--- config.mk ---
export PLATFORM = sky130hd
export DESIGN_NAME = buffer_arbiter
export DESIGN_NICKNAME = d
export VERILOG_FILES = /design/src/rtl/buffer_pkg.sv /design/src/rtl/occupancy_counter.sv /design/src/rtl/buffer_arbiter.sv
export SDC_FILE = /design/constraint.sdc
export NUM_CORES = 1
export LEC_CHECK = 0
export CAP_MARGIN = 20
export CORE_UTILIZATION = 45
export CTS_BUF_LIST = sky130_fd_sc_hd__clkbuf_4 sky130_fd_sc_hd__clkbuf_8 sky130_fd_sc_hd__clkbuf_16
export CTS_CLUSTER_DIAMETER = 30
export CTS_CLUSTER_SIZE = 30
export DETAILED_ROUTE_END_ITERATION = 16
export GPL_ROUTABILITY_DRIVEN = 0
export PLACE_DENSITY_LB_ADDON = 0.12
export RECOVER_POWER = 50
export SETUP_SLACK_MARGIN = 0.5
export SKIP_CTS_REPAIR_TIMING = 1
export SLEW_MARGIN = 15
export SYNTH_ARGS = -nofsm -noshare
export SYNTH_HDL_FRONTEND = slang
export SYNTH_SLANG_ARGS = --single-unit
--- constraint.sdc ---
create_clock -name clk -period 7.2 [get_ports clk]
set_input_delay 0.72 -clock clk [delete_from_list [all_inputs] [get_ports clk]]
set_output_delay 0.72 -clock clk [all_outputs]
set_load 0.03 [all_outputs]
--- src/rtl/buffer_pkg.sv ---
// Shared types, defaults and helpers for the buffer arbiter and its occupancy tracker.
package buffer_pkg;

  localparam int DEF_BUF_DEPTH    = 64;
  localparam int DEF_STARVE_LIMIT = 4;

  // AHB access size encoding; the unused code 2'd3 behaves like a word.
  typedef enum logic [1:0] {
    SZ_BYTE = 2'd0,
    SZ_HALF = 2'd1,
    SZ_WORD = 2'd2
  } size_e;

  typedef enum logic [1:0] {
    IDLE    = 2'd0,
    GNT_USB = 2'd1,
    GNT_AHB = 2'd2,
    FLUSH   = 2'd3
  } arb_state_e;

  // Which requester wins the arbitration decision taken in IDLE.
  typedef enum logic [1:0] {
    SEL_NONE = 2'd0,
    SEL_TX   = 2'd1,
    SEL_RX   = 2'd2,
    SEL_AHB  = 2'd3
  } arb_sel_e;

  function automatic logic [2:0] size_to_bytes(input logic [1:0] size);
    case (size)
      SZ_BYTE: return 3'd1;
      SZ_HALF: return 3'd2;
      default: return 3'd4;
    endcase
  endfunction

endpackage

--- src/rtl/occupancy_counter.sv ---
// Byte occupancy tracker: adds on buffer writes, subtracts on reads, clamps to 0..BUF_DEPTH.
module occupancy_counter
  import buffer_pkg::*;
#(
  parameter int BUF_DEPTH = DEF_BUF_DEPTH,
  parameter int CNT_W     = $clog2(DEF_BUF_DEPTH + 1)
) (
  input  logic             clk,
  input  logic             rst,
  input  logic             inc,
  input  logic             dec,
  input  logic [2:0]       nbytes,
  input  logic             clear,
  output logic [CNT_W-1:0] count
);

  logic [CNT_W-1:0] count_q;
  logic [CNT_W-1:0] count_d;

  function automatic logic [CNT_W-1:0] sat_add(input logic [CNT_W-1:0] a,
                                               input logic [2:0]       n);
    logic [CNT_W:0] sum;
    sum = {1'b0, a} + (CNT_W+1)'(n);
    if (sum > (CNT_W+1)'(BUF_DEPTH)) return CNT_W'(BUF_DEPTH);
    return sum[CNT_W-1:0];
  endfunction

  function automatic logic [CNT_W-1:0] sat_sub(input logic [CNT_W-1:0] a,
                                               input logic [2:0]       n);
    if (a < CNT_W'(n)) return '0;
    return a - CNT_W'(n);
  endfunction

  // Next count: apply the access, then let a flush override it so a clear in a grant cycle ends at 0.
  always_comb begin
    count_d = count_q;
    if (inc)      count_d = sat_add(count_q, nbytes);
    else if (dec) count_d = sat_sub(count_q, nbytes);
    if (clear)    count_d = '0;
  end

  // Occupancy register.
  always_ff @(posedge clk or posedge rst) begin
    if (rst) count_q <= '0;
    else     count_q <= count_d;
  end

  assign count = count_q;

endmodule

--- src/rtl/buffer_arbiter.sv ---
// Arbitrates shared data-buffer access between USB RX/TX and the AHB side,
// with occupancy-aware qualification and an AHB anti-starvation override.
module buffer_arbiter
  import buffer_pkg::*;
#(
  parameter int BUF_DEPTH    = DEF_BUF_DEPTH,
  parameter int STARVE_LIMIT = DEF_STARVE_LIMIT,
  parameter int OCC_W        = $clog2(BUF_DEPTH + 1)
) (
  input  logic             clk,
  input  logic             rst,
  input  logic             clear,
  input  logic             ahb_req,
  input  logic             ahb_wr,
  input  logic [1:0]       ahb_size,
  input  logic             usb_rx_req,
  input  logic             usb_tx_req,
  output logic             ahb_gnt,
  output logic             usb_rx_gnt,
  output logic             usb_tx_gnt,
  output logic             buf_we,
  output logic             buf_re,
  output logic [2:0]       buf_nbytes,
  output logic [OCC_W-1:0] buffer_occupancy,
  output logic             ahb_stall
);

  localparam int STV_W = (STARVE_LIMIT < 1) ? 1 : $clog2(STARVE_LIMIT + 1);

  arb_state_e       state_q, state_d;
  arb_sel_e         sel;
  logic [STV_W-1:0] stv_q, stv_d;
  logic             starved;

  logic             ahb_gnt_q, ahb_gnt_d;
  logic             usb_rx_gnt_q, usb_rx_gnt_d;
  logic             usb_tx_gnt_q, usb_tx_gnt_d;
  logic             buf_we_q, buf_we_d;
  logic             buf_re_q, buf_re_d;
  logic [2:0]       buf_nbytes_q, buf_nbytes_d;

  logic [OCC_W-1:0] occ;
  logic [2:0]       ahb_n;
  logic             ahb_ok;
  logic             rx_ok;
  logic             tx_ok;

  // A request only qualifies when the buffer can take (or supply) all of its bytes.
  assign ahb_n  = size_to_bytes(ahb_size);
  assign ahb_ok = ahb_req &&
                  (ahb_wr ? (({1'b0, occ} + (OCC_W+1)'(ahb_n)) <= (OCC_W+1)'(BUF_DEPTH))
                          : (occ >= OCC_W'(ahb_n)));
  assign rx_ok  = usb_rx_req && (occ < OCC_W'(BUF_DEPTH));
  assign tx_ok  = usb_tx_req && (occ != '0);

  assign starved = (stv_q >= STV_W'(STARVE_LIMIT));

  // State register.
  always_ff @(posedge clk or posedge rst) begin
    if (rst) state_q <= IDLE;
    else     state_q <= state_d;
  end

  // Next state: decide only from IDLE, every grant or flush returns to IDLE, clear preempts all.
  always_comb begin
    sel     = SEL_NONE;
    state_d = IDLE;
    if (state_q == IDLE) begin
      if (starved && ahb_ok) sel = SEL_AHB;
      else if (tx_ok)        sel = SEL_TX;
      else if (rx_ok)        sel = SEL_RX;
      else if (ahb_ok)       sel = SEL_AHB;
      unique case (sel)
        SEL_TX, SEL_RX: state_d = GNT_USB;
        SEL_AHB:        state_d = GNT_AHB;
        default:        state_d = IDLE;
      endcase
    end
    if (clear) begin
      sel     = SEL_NONE;
      state_d = FLUSH;
    end
  end

  // Output decode: next values of the registered grants and strobes.
  always_comb begin
    ahb_gnt_d    = (sel == SEL_AHB);
    usb_tx_gnt_d = (sel == SEL_TX);
    usb_rx_gnt_d = (sel == SEL_RX);
    buf_we_d     = (sel == SEL_RX) || ((sel == SEL_AHB) && ahb_wr);
    buf_re_d     = (sel == SEL_TX) || ((sel == SEL_AHB) && !ahb_wr);
    unique case (sel)
      SEL_AHB:        buf_nbytes_d = ahb_n;
      SEL_TX, SEL_RX: buf_nbytes_d = 3'd1;
      default:        buf_nbytes_d = 3'd0;
    endcase
  end

  // Registered grants/strobes; they are high exactly during the GNT_* cycle.
  always_ff @(posedge clk or posedge rst) begin
    if (rst) begin
      ahb_gnt_q    <= 1'b0;
      usb_rx_gnt_q <= 1'b0;
      usb_tx_gnt_q <= 1'b0;
      buf_we_q     <= 1'b0;
      buf_re_q     <= 1'b0;
      buf_nbytes_q <= 3'd0;
    end else begin
      ahb_gnt_q    <= ahb_gnt_d;
      usb_rx_gnt_q <= usb_rx_gnt_d;
      usb_tx_gnt_q <= usb_tx_gnt_d;
      buf_we_q     <= buf_we_d;
      buf_re_q     <= buf_re_d;
      buf_nbytes_q <= buf_nbytes_d;
    end
  end

  // Starvation count: consecutive cycles the AHB side has been stalled, saturating at the limit.
  always_comb begin
    stv_d = stv_q;
    if (clear || !ahb_req || ahb_gnt_q)    stv_d = '0;
    else if (stv_q < STV_W'(STARVE_LIMIT)) stv_d = stv_q + 1'b1;
  end

  // Starvation counter register.
  always_ff @(posedge clk or posedge rst) begin
    if (rst) stv_q <= '0;
    else     stv_q <= stv_d;
  end

  occupancy_counter #(
    .BUF_DEPTH (BUF_DEPTH),
    .CNT_W     (OCC_W)
  ) u_occ (
    .clk    (clk),
    .rst    (rst),
    .inc    (buf_we_q),
    .dec    (buf_re_q),
    .nbytes (buf_nbytes_q),
    .clear  (clear),
    .count  (occ)
  );

  assign ahb_gnt          = ahb_gnt_q;
  assign usb_rx_gnt       = usb_rx_gnt_q;
  assign usb_tx_gnt       = usb_tx_gnt_q;
  assign buf_we           = buf_we_q;
  assign buf_re           = buf_re_q;
  assign buf_nbytes       = buf_nbytes_q;
  assign buffer_occupancy = occ;
  assign ahb_stall        = ahb_req && !ahb_gnt_q;

endmodule

# == Word-level counts from Yosys, hierarchy flattened ==
# Index checks and enable logic that the tools add are counted.
# op_classes
div_mod_pow,0
n_addsub,4
muxes,27
reduce_logical,21
bitwise_logic,0
mul,0
eq_ne,7
shifts,0
n_lt_le_gt_ge,7
# op_table
operator,n
$mux 7,7
$mux 2,9
$add 7x3->8,2
$pmux 3 s2,2
$eq 2x2->1 const B,4
$gt 8x7->1 const B,1
$le 8x7->1 const B,1
$ge 7x3->1,1
$logic_and 1x1->1,7
$lt 7x3->1,1
$lt 7x7->1 const B,1
$reduce_bool 7->1,1
$sub 7x3->7,1
$eq 2x1->1 const B,3
$mux 1,6
$mux 3,2
$logic_not 2->1,2
$logic_or 1x1->1,4
$pmux 2 s2,1
$reduce_or 2->1,2
$add 3x1->3 const B,1
$ge 3x3->1 const B,1
$logic_not 1->1,3
$lt 3x3->1 const B,1
2 further kinds,2
# word_totals
n_memories,0
elab_cells,75
ram_bits,0
reg_bits,20
romBits,0
latchBits,0

# == Depth between registers and ports, before layout ==
# Gate-level depths: netlist of run 1.
# depth
ltp_word,16
mapped_depth,11

# == Cells and area by module ==
# From an unflattened synthesis of run 1, not the netlist that was laid out.
# unflattened
hier_cells,195
area_unflattened_um2,1754.2
# modules_own_cells
module,area_per_inst_um2,instances,cells_each
buffer_arbiter,915.9,1,94
occupancy_counter,838.3,1,101

# == Worst setup path after synthesis of run 1 ==
# No wires, ideal clock.
# synth_timing
kind,input -> register
start,in ahb_size[0]
end,reg state_q[0]
cell_stages,10
t_arrival_ns,2.851
slack_ns,4.230
setup_ns,0.118
cell_sequence,nor2_1 ha_1 fa_1 nor2b_1 or4_1 a211oi_1 o311ai_1 nand2_2 ha_1 a21o_1
# synth_between
elab_chain_cells,16
# synth_rtl
item,line,source
"start, declared",buffer_arbiter.sv:15,"input logic [1:0] ahb_size,"
$eq 2x1->1 or $logic_not 2->1 (tied branches),buffer_pkg.sv:30,case (size)
$pmux 3 s2 (*),buffer_pkg.sv:30,
$add 7x3->8,buffer_arbiter.sv:51,"(ahb_wr ? (({1'b0, occ} + (OCC_W+1)'(ahb_n)) <= (OCC_W+1)'(BUF_DEPTH))"
$le 8x7->1,buffer_arbiter.sv:51,
$mux 1 (*),buffer_arbiter.sv:51,
$logic_and 1x1->1 (*),buffer_arbiter.sv:50,assign ahb_ok = ahb_req &&
$mux 2,buffer_arbiter.sv:72,else if (ahb_ok) sel = SEL_AHB;
$mux 2,buffer_arbiter.sv:71,else if (rx_ok) sel = SEL_RX;
$mux 2,buffer_arbiter.sv:70,else if (tx_ok) sel = SEL_TX;
$mux 2 (*),buffer_arbiter.sv:69,if (starved && ahb_ok) sel = SEL_AHB;
$mux 2 (*),buffer_arbiter.sv:68,if (state_q == IDLE) begin
$eq 2x1->1 or $eq 2x2->1 (tied branches),buffer_arbiter.sv:73,unique case (sel)
$reduce_or 2->1,buffer_arbiter.sv:73,
$pmux 2 s2 (*),buffer_arbiter.sv:73,
$mux 2 (*),buffer_arbiter.sv:68,
$mux 2 (*),buffer_arbiter.sv:79,if (clear) begin
via state_d[0],buffer_arbiter.sv:30,"arb_state_e state_q, state_d;"
"end signal, assigned",buffer_arbiter.sv:61,else state_q <= state_d;
"end, declared",buffer_arbiter.sv:30,
# Mark *: on every way through the listed nets, which the timed path passes. The rest lies on a longest branch. The select of a mux whose other input is x is not followed.
# A chain may end at the register's enable or synchronous reset.

# == Final worst setup path of run 1 ==
# layout_timing
start,in ahb_size[1]
end,reg state_q[0]
# Same word-level chain as after synthesis.

==> run_results.csv, run 1 <==
group,metric,value,unit
worst_hold_path,min_from,"stv_q[0]$_DFFE_PP0P_",
timing,finalSetupViolCount,0,
die,start_util,47.8,%
clocking,cts.sinks,20,
worst_hold_path,hold_class,"flip-flop to flip-flop",
drt,wl,3.83,mm
drt,avgViaCountPerCell,5.87,
run_status,status,"completed",
grt,grtUsageMet3,4.35,%
synthesis,yosysWarnings,0,
synthesis,synthesis.nets,206,
pwr,p_sw,0.0894,mW
synthesis,muxShareOfSynthArea,1.85,%
synthesis,synth-compound-area-share,20.9,%
pwr,irDropWorstVdd,0.000139,V
finish,area_delta_synth_final,18.1,%
drt,drt_pass1_iterations,4,
flow_run,max-cap-violations,0,
timing,setup-tns-final,0,ps
clocking,tritoncts,"built",
worst_setup_path,critPathLaunch,"ahb_size[1]",
die,design.core.area,3390,µm²
pwr,comb_power_share,26.7,%
grt,busiest_layer,"met2",
timing,timing.final.max_slew_violations,0,
die,io_pins,25,
timing,rsz0062_at_grt,"false",
synthesis,synth_top_family_by_area,"simple AND/OR/NAND/NOR gates",
pwr,internal_power,0.207,mW
synthesis,ys_ff_latch,20,
worst_setup_path,cp.required,7400,ps
drt,drc,0,
worst_setup_path,end_kind,"flip-flop",
die,die_w,62.0,µm
pwr,seqPwrFrac,42.7,%
worst_setup_path,cpPeakStageDelay,540,ps
timing,min_period_over_period,48.2,%
drt,antenna_left,0,
worst_setup_path,cp_cell_sequence,"clkdlybuf4s50_1 -> nor2_1 -> ha_1 -> fa_1 -> nor2b_1 -> or4_1 -> a211oi_1 -> o311ai_1 -> nand2_2 -> ha_1 -> a21o_1",
clocking,clk-insertion-delay-late,300,ps
pwr,p_per_area,155,nW/µm²
placed_design,io_buffer_count,24,
worst_setup_path,crit_slowest_cell,"clkdlybuf4s50_1",
placed_design,dp_hpwl,3.03,mm
timing,clock_skew,8.62,ps
grt,grt_overflow,0,
synthesis,ys.flop_type,"dfrtp_1",
worst_setup_path,worstPathArrival,3660,ps
pwr,p_clk_share,30.5,%
clocking,h-tree-depth,1,
synthesis,synth_seq_area_share,30.9,%
die,num_rows,21,
worst_setup_path,worstPathMaxFanout,6,
worst_setup_path,cpLargestDelayFamily,"adder cells",
timing,hold_viol,0,
clocking,cts_buffer_depth,2,
worst_setup_path,worstSetupStartpointType,"primary input",
worst_hold_path,hold_depth,2,
pwr,power.leakage,0.878,nW
placed_design,placed_cells,243,
synthesis,syn_inst,179,
die,die_area,3850,µm²
synthesis,syn_avg_cell_area,9.06,µm²
die,die_h,62.0,µm
worst_setup_path,worst-path-buf-inv,1,
worst_setup_path,cpMostUsedCell,"ha_1",
timing,slew-limit-headroom,50.9,%
synthesis,synth_cell_types,49,
clocking,cts-buffers-inserted,3,
grt,grtUsageTotal,21.7,%
grt,antenna_found_initial,0,
grt,gr-usage-met1,29.4,%
synthesis,yosys.area_share.simple,21.9,%
clocking,clkSlewWorstSetupHoldPaths,110,ps
clocking,root_buffer,"clkbuf_4",
timing,period_needed,3470,ps
grt,grt_pass1_vias,1361,
timing,max_freq,0.288,GHz
finish,layout-drive-gt1-share,6.97,%
grt,grt_pass1_wl,6.11,mm
synthesis,synthArstFlopShare,100,%
worst_setup_path,reg2reg_slack,4340,ps
drt,drt_iter0_drc,73,
worst_setup_path,worstRegToRegCells,9,
finish,diodes,0,
worst_hold_path,min_to,"stv_q[0]$_DFFE_PP0P_",
synthesis,synth-adder-area-share,15.3,%
worst_setup_path,r2r_start,"u_occ.count[0]$_DFFE_PP0P_",
pwr,sw_frac_of_total,30.1,%
worst_setup_path,reg2reg_to,"state_q[0]$_DFF_PP0_",
synthesis,synth_area,1620,µm²
worst_setup_path,critPathKind,"primary input to flip-flop",
finish,fin_cells,247,
drt,num_vias,1449,
synthesis,synth_xor_xnor_area_share,2.70,%
grt,grt_max_degree,21,
synthesis,synth_edf_count,0,
drt,wl_per_cell,15.5,µm
grt,grt_util_met2,35.7,%
timing,tightest_slew,735,ps
finish,nets,229,
==> area by class of cell <==
type,instances,area (µm²)
inverters,13,48.8
repair buffers,24,240
flip-flops and latches,20,500
well taps,46,57.6
clock buffers,3,22.5
clock inverters,1,30.0
fillers,301,1470
multi-input cells,140,1020
==> cell usage in the layout, fill, tap and decap left out, drive strengths merged, types with 2 or more instances in the layout <==
cell / synthesis / final
nor2b: 3 / 3
nand3: 4 / 4
nor2: 17 / 17
nand4: 2 / 2
nand2b: 5 / 5
o31a: 3 / 3
a31oi: 7 / 7
nand3b: 4 / 4
a211oi: 2 / 2
o21bai: 2 / 2
dlygate4sd3: 0 / 7
a21o: 3 / 3
inv: 13 / 13
nand2: 12 / 12
ha: 15 / 15
xor2: 3 / 3
and2: 3 / 3
fa: 3 / 3
o31ai: 2 / 2
nand4b: 2 / 2
dfrtp: 20 / 20
or3: 2 / 2
clkdlybuf4s50: 1 / 17
a21oi: 11 / 11
xnor2: 2 / 2
o21ai: 12 / 12
or4: 2 / 2
and3: 2 / 2
mux2i: 3 / 3
clkbuf: 2 / 3
nor3: 4 / 4
==> metal layers <==
metal,part of all wire [%],vias to the layer above
met1,46,716
met3,4.1,4
li1,-,684
met5,0,-
met4,0.89,0
met2,49,45
==> cells in the mapped netlist, types with 2 or more instances <==
cell | instances | share of area, %
ha_1 | 15 | 12
nand3b_1 | 4 | 1.9
nand2b_1 | 5 | 1.9
buf_6 | 2 | 1.4
nand2_1 | 11 | 2.5
o31ai_1 | 2 | 0.93
nand4b_1 | 2 | 1.1
o31a_1 | 2 | 1.1
inv_1 | 13 | 3.0
a211oi_1 | 2 | 0.93
nand3_1 | 4 | 1.2
and2_1 | 3 | 1.2
xnor2_1 | 2 | 1.1
nor2_1 | 17 | 3.9
xor2_1 | 3 | 1.6
a21oi_1 | 11 | 3.4
nand4_1 | 2 | 0.77
fa_1 | 3 | 3.7
nor3_1 | 4 | 1.2
a31oi_1 | 7 | 2.7
o21bai_1 | 2 | 0.93
o21ai_1 | 2 | 0.62
mux2i_1 | 3 | 1.9
o21ai_0 | 9 | 2.8
dfrtp_1 | 20 | 31
a21o_1 | 3 | 1.4
or3_2 | 2 | 0.93
nor2b_1 | 3 | 1.2
==> worst max-delay path by stage <==
| stage | to | slack, ps | cells past startpoint |
|---|---|---|---|
| 2_1_floorplan | state_q[0]$_DFF_PP0_ | 4230 | 10 |
| 3_3_place_gp | state_q[0]$_DFF_PP0_ | 3580 | 11 |
| 3_5_place_dp | state_q[0]$_DFF_PP0_ | 3440 | 11 |
| 4_1_cts | state_q[0]$_DFF_PP0_ | 3770 | 11 |
| 5_1_grt | state_q[0]$_DFF_PP0_ | 3550 | 11 |
| 6_report | state_q[0]$_DFF_PP0_ | 3730 | 11 |
==> flip-flops by register name, summed over array words and instances, names as in the netlist <==
signal,count
buf_nbytes,3
u_occ.count,7
state_q,2
stv_q,3
ahb_gnt,1
buf_we,1
buf_re,1
usb_rx_gnt,1
usb_tx_gnt,1
==> kinds of logic (layout without fill, tap and decap cells) <==
kind of cell / after synthesis / after routing
mux: 3 / 3
fa+ha+maj: 18 / 18
xor+xnor: 5 / 5
simple gates: 65 / 65
compound gates: 49 / 49
buf+inv: 19 / 41
flops: 20 / 20
==> metrics by stage <==
step                      total power, mW  setup slack, ps  area [µm²]  util [%]  hold slack, ps
final                               0.297             3730        1920      56.5             561
after global routing                0.313             3550        1920      56.5             619
after CTS                           0.299             3770        1920      56.5             575
after detailed placement            0.207             3440        1860      55.0             544
after global placement              0.206             3580        1860      55.0             515
after floorplan                     0.183             4230        1620         -             493
==> tightest hold or removal path: stages, from the launching register on <==
cell and delay, ps:
dfrtp_1 380, xor2_1 70, nor2_1 80
==> power by group through the flow <==
stage,Combinational [mW],Clock [mW],Sequential (mW)
global placement,0.0773,0,0.128
finish,0.0793,0.0906,0.127
floorplan,0.0536,0,0.129
detailed placement,0.0788,0,0.128
global route,0.0869,0.0983,0.128
CTS,0.0795,0.0926,0.126
Note: power is estimated with default switching activity, not from simulation.
==> run 2: changes to the inputs <==
==> constraint.sdc (replaced) <==
create_clock -name clk -period 3.6 [get_ports clk]
set_input_delay 0.36 -clock clk [delete_from_list [all_inputs] [get_ports clk]]
set_output_delay 0.36 -clock clk [all_outputs]
set_load 0.03 [all_outputs]
==> run_results.csv, run 2 (synthesized netlist as in run 1, its figures left out) <==
group,metric,value,unit
worst_hold_path,hold_class,"primary input to flip-flop",
clocking,cts_buffer_depth,2,
worst_setup_path,worst-path-buf-inv,1,
finish,fin_cells,251,
grt,grtUsageTotal,21.7,%
finish,final_cell_mix,"dfrtp_1 (20), nor2_1 (17), clkdlybuf4s50_1 (16), ha_1 (14), inv_1 (13)",
drt,drc,0,
worst_setup_path,reg2reg_slack,810,ps
timing,timing.final.max_slew_violations,0,
worst_hold_path,min_from,"ahb_size[1]",
placed_design,dp_hpwl,3.03,mm
finish,layout-drive-gt1-share,10.2,%
drt,drt_iter0_drc,75,
grt,antenna_found_initial,0,
pwr,p_per_area,309,nW/µm²
clocking,h-tree-depth,1,
drt,num_vias,1451,
timing,slew-limit-headroom,51.3,%
worst_setup_path,cp_cell_sequence,"clkdlybuf4s50_1 -> nor2_1 -> ha_2 -> fa_1 -> nor2b_1 -> or4_1 -> a211oi_2 -> o311ai_2 -> nand2_2 -> ha_1 -> a21o_1",
drt,wl,3.94,mm
die,start_util,47.8,%
worst_setup_path,cp.required,3800,ps
finish,largest_register_ffs,7,
worst_setup_path,worstPathMaxFanout,5,
worst_hold_path,min_to,"buf_nbytes[2]$_DFF_PP0_",
worst_setup_path,reg2reg_to,"state_q[0]$_DFF_PP0_",
clocking,tritoncts,"built",
drt,avgViaCountPerCell,5.78,
flow_run,max-cap-violations,0,
timing,rsz0062_at_grt,"false",
pwr,irDropWorstVdd,0.000277,V
placed_design,io_buffer_count,24,
grt,grt_max_degree,21,
drt,antenna_left,0,
clocking,cts-buffers-inserted,3,
die,die_area,3850,µm²
die,die_w,62.0,µm
finish,area_delta_synth_final,21.1,%
clocking,clk-insertion-delay-late,300,ps
timing,setup-tns-final,0,ps
finish,fillers,300,
timing,tightest_slew,729,ps
finish,diodes,0,
timing,max_freq,0.338,GHz
die,num_rows,21,
worst_setup_path,cpLargestDelayFamily,"simple AND/OR/NAND/NOR gates",
finish,final_common_cell,"dfrtp_1",
timing,hold_viol,0,
die,die_h,62.0,µm
grt,grt_pass1_vias,1361,
worst_setup_path,r2r_start,"u_occ.count[0]$_DFFE_PP0P_",
worst_setup_path,cpPeakStageDelay,470,ps
placed_design,placed_cells,243,
die,io_pins,25,
timing,finalSetupViolCount,0,
drt,drt_pass1_iterations,4,
run_status,status,"completed",
grt,grt_pass1_wl,6.11,mm
worst_setup_path,critPathKind,"primary input to flip-flop",
pwr,power.leakage,0.906,nW
worst_setup_path,crit_slowest_cell,"clkdlybuf4s50_1",
worst_setup_path,worstSetupStartpointType,"primary input",
clocking,cts.sinks,20,
worst_setup_path,worstRegToRegCells,9,
timing,min_period_over_period,82.1,%
die,design.core.area,3390,µm²
worst_setup_path,crit_cells,11,
worst_setup_path,end_kind,"flip-flop",
clocking,clkSlewWorstSetupHoldPaths,110,ps
timing,clock_skew,5.53,ps
timing,period_needed,2960,ps
grt,grt_overflow,0,
clocking,root_buffer,"clkbuf_4",
worst_hold_path,hold_depth,2,
drt,wl_per_cell,15.7,µm
finish,fin_util,57.9,%
worst_setup_path,worstPathArrival,3150,ps
finish,nets,233,
## run 2: cell count changes in the layout (fill, tap and decap cells not counted)
cell | previous run | this run
dlymetal6s2s_1 | 0 | 1
a211oi_1 | 2 | 1
o311ai_2 | 0 | 1
clkdlybuf4s50_1 | 17 | 16
o311ai_1 | 1 | 0
ha_2 | 0 | 1
ha_1 | 15 | 14
a211oi_2 | 0 | 1
buf_4 | 0 | 4
## run 2: worst max-delay path by stage
| stage | start | to | slack (ps) |
|---|---|---|---|
| 6_report | ahb_size[0] | state_q[0]$_DFF_PP0_ | 640 |
| 5_1_grt | ahb_size[0] | state_q[0]$_DFF_PP0_ | 530 |
| 4_1_cts | ahb_size[1] | state_q[0]$_DFF_PP0_ | 530 |
| 3_5_place_dp | ahb_size[1] | state_q[0]$_DFF_PP0_ | 200 |
| 3_3_place_gp | ahb_size[1] | state_q[0]$_DFF_PP0_ | 340 |
| 2_1_floorplan | u_occ.count[0]$_DFFE_PP0P_ | state_q[0]$_DFF_PP0_ | 830 |
## run 2: area by class of cell
type | instances | area, µm² | share of cell area, %
Multi-Input combinational cell | 140 | 1030 | 52.5
Sequential cell | 20 | 500 | 25.5
Timing Repair Buffer | 28 | 273 | 13.9
Tap cell | 46 | 57.6 | 2.93
Inverter | 13 | 48.8 | 2.49
Clock inverter | 1 | 30.0 | 1.53
Clock buffer | 3 | 22.5 | 1.15
## run 2: through the flow
step	area (µm²)	power, mW	hold slack [ps]	worst slack, ps
2_1_floorplan	1620	0.366	324	831
3_3_place_gp	1860	0.411	515	340
3_5_place_dp	1860	0.415	544	200
4_1_cts	1920	0.597	492	526
5_1_grt	1960	0.641	391	530
6_report	1960	0.607	398	645
## run 2: power by group
| group | leakage [nW] | internal, mW | switching (mW) |
|---|---|---|---|
| registers | 0.272 | 0.234 | 0.0198 |
| clock network | 0.0279 | 0.112 | 0.0684 |
| logic | 0.606 | 0.0789 | 0.0937 |
## run 2: metal layers
metal / up-vias / global-route usage [%] / share of wire (%)
met5: - / 0 / 0
met4: 0 / 4.76 / 0.86
li1: 691 / - / -
met1: 725 / 29.4 / 47
met2: 31 / 35.7 / 49
met3: 4 / 4.35 / 3.4
==> run 3: changes to the inputs <==
==> constraint.sdc (replaced) <==
create_clock -name clk -period 2.5 [get_ports clk]
set_input_delay 0.25 -clock clk [delete_from_list [all_inputs] [get_ports clk]]
set_output_delay 0.25 -clock clk [all_outputs]
set_load 0.03 [all_outputs]
==> run_results.csv, run 3 (synthesized netlist as in run 1, its figures left out) <==
group,metric,value,unit
pwr,p_total,0.864,mW
drt,num_vias,1566,
die,die_area,3850,µm²
finish,area_delta_synth_final,44.1,%
run_status,status,"finished, violations left",
timing,min_period_over_period,107,%
die,num_rows,21,
clocking,root_buffer,"clkbuf_4",
finish,fin_util,69.0,%
worst_setup_path,crit_cells,9,
timing,finalSetupViolCount,11,
timing,max_freq,0.375,GHz
finish,nets,255,
finish,layout-drive-gt1-share,36.1,%
worst_setup_path,end_kind,"flip-flop",
drt,antenna_left,0,
worst_setup_path,cp.required,2710,ps
drt,wl,4.69,mm
pwr,sw_frac_of_total,34.0,%
pwr,p_per_area,370,nW/µm²
pwr,internal_power,0.570,mW
pwr,p_clk_share,22.8,%
worst_setup_path,cpLargestDelayFamily,"simple AND/OR/NAND/NOR gates",
run_status,failed_checks,"setup timing",
worst_setup_path,cpMostUsedCell,"ha_4",
worst_setup_path,crit_slowest_cell,"dfrtp_2",
worst_setup_path,critPathKind,"flip-flop to flip-flop",
timing,period_needed,2670,ps
timing,setup-tns-final,-850,ps
drt,drc,0,
finish,final_cell_mix,"buf_4 (21), clkdlybuf4s50_1 (19), nor2_1 (14), dfrtp_1 (13), inv_1 (12)",
flow_run,max-cap-violations,0,
die,die_w,62.0,µm
pwr,seqPwrFrac,40.5,%
pwr,power.leakage,1.03,nW
pwr,irDropWorstVdd,0.000246,V
grt,grt_pass1_wl,6.73,mm
clocking,tritoncts,"built",
worst_setup_path,worstPathMaxFanout,4,
timing,rsz0062_at_grt,"true",
grt,grt_max_degree,21,
clocking,clkSlewWorstSetupHoldPaths,110,ps
timing,hold_viol,0,
placed_design,dp_hpwl,3.36,mm
grt,grt_pass1_vias,1462,
worst_setup_path,cp_cell_sequence,"ha_4 -> fa_2 -> nor2b_4 -> or4_4 -> a211oi_4 -> o311ai_2 -> nand2_2 -> ha_4 -> a21o_1",
placed_design,place_ws,-483,ps
placed_design,placed_area,2050,µm²
drt,wl_per_cell,17.2,µm
pwr,p_sw,0.294,mW
grt,grt_overflow,0,
worst_setup_path,worstRegToRegCells,9,
worst_hold_path,hold_depth,3,
timing,postLayoutSetupSlackWorst,-165,ps
timing,slew-limit-headroom,45.9,%
timing,timing.final.max_slew_violations,0,
die,die_h,62.0,µm
timing,tightest_slew,810,ps
drt,avgViaCountPerCell,5.74,
timing,clock_skew,4.79,ps
grt,antenna_found_initial,0,
worst_setup_path,reg2reg_slack,-170,ps
clocking,clk-insertion-delay-late,310,ps
clocking,h-tree-depth,1,
worst_setup_path,worstSetupStartpointType,"flip-flop",
die,design.core.area,3390,µm²
worst_setup_path,cpPeakStageDelay,450,ps
worst_setup_path,worst-path-buf-inv,0,
finish,finalInstanceArea,2340,µm²
die,start_util,47.8,%
finish,diodes,0,
drt,drt_iter0_drc,138,
clocking,cts_buffer_depth,2,
pwr,comb_power_share,36.8,%
finish,largest_register_ffs,7,
worst_setup_path,worstPathArrival,2880,ps
grt,grtUsageTotal,24.2,%
clocking,cts.sinks,20,
worst_hold_path,hold_class,"primary input to flip-flop",
die,io_pins,25,
placed_design,io_buffer_count,24,
finish,final_common_cell,"buf_4",
drt,drt_pass1_iterations,4,
clocking,cts-buffers-inserted,3,
## run 3: cell count changes in the layout (fill, tap and decap cells not counted), moves of 5 or more
cell | previous run | this run
buf_4 | 4 | 21
dfrtp_2 | 0 | 7
dlygate4sd3_1 | 7 | 2
buf_6 | 0 | 5
ha_4 | 0 | 5
o21ai_0 | 9 | 4
dfrtp_1 | 20 | 13
## run 3: worst paths after layout
path,end,startpoint
hold reg to reg,stv_q[1]$_DFFE_PP0P_,stv_q[1]$_DFFE_PP0P_
min in group asynchronous,stv_q[0]$_DFFE_PP0P_,rst
setup reg to reg,state_q[0]$_DFF_PP0_,u_occ.count[0]$_DFFE_PP0P_
setup / recovery,state_q[0]$_DFF_PP0_,u_occ.count[0]$_DFFE_PP0P_
hold / removal,buf_nbytes[2]$_DFF_PP0_,ahb_size[1]
max in group asynchronous,buf_nbytes[0]$_DFF_PP0_,rst
## run 3: worst register-to-register path, delay by kind of cell, from the launching register on
kind,cells,cell delay [ps]
simple gates,3,760
fa+ha+maj,3,750
compound gates,3,610
flops,1,450
## run 3: power groups by stage
stage          Clock (mW)  Sequential [mW]  Combinational (mW)
2_1_floorplan           0            0.373               0.159
3_3_place_gp            0            0.355               0.275
3_5_place_dp            0            0.355               0.276
4_1_cts             0.199            0.349               0.279
5_1_grt             0.208            0.352               0.343
6_report            0.197            0.350               0.318
## run 3: cell type report
type	instances	area (µm²)
clock buffer	4	36.3
timing repair buffer	50	462
sequential	20	509
inverter	13	48.8
tap	46	57.6
fill	257	1050
multi-input combinational	140	1220
## run 3: metrics by stage
| step | hold WS, ps | std cells |
|---|---|---|
| after detailed placement | 528 | 260 |
| final | 368 | 273 |
| after floorplan | 213 | 179 |
| after global routing | 373 | 273 |
| after global placement | 510 | 260 |
| after CTS | 391 | 264 |
## run 3: layer usage
layer | track usage [%] | up-vias | part of all wire (%)
met3 | 1.86 | 9 | 4.4
li1 | - | 743 | -
met5 | 0 | - | 0
met4 | 6.03 | 0 | 1.0
met1 | 31.6 | 751 | 43
met2 | 43.2 | 63 | 52
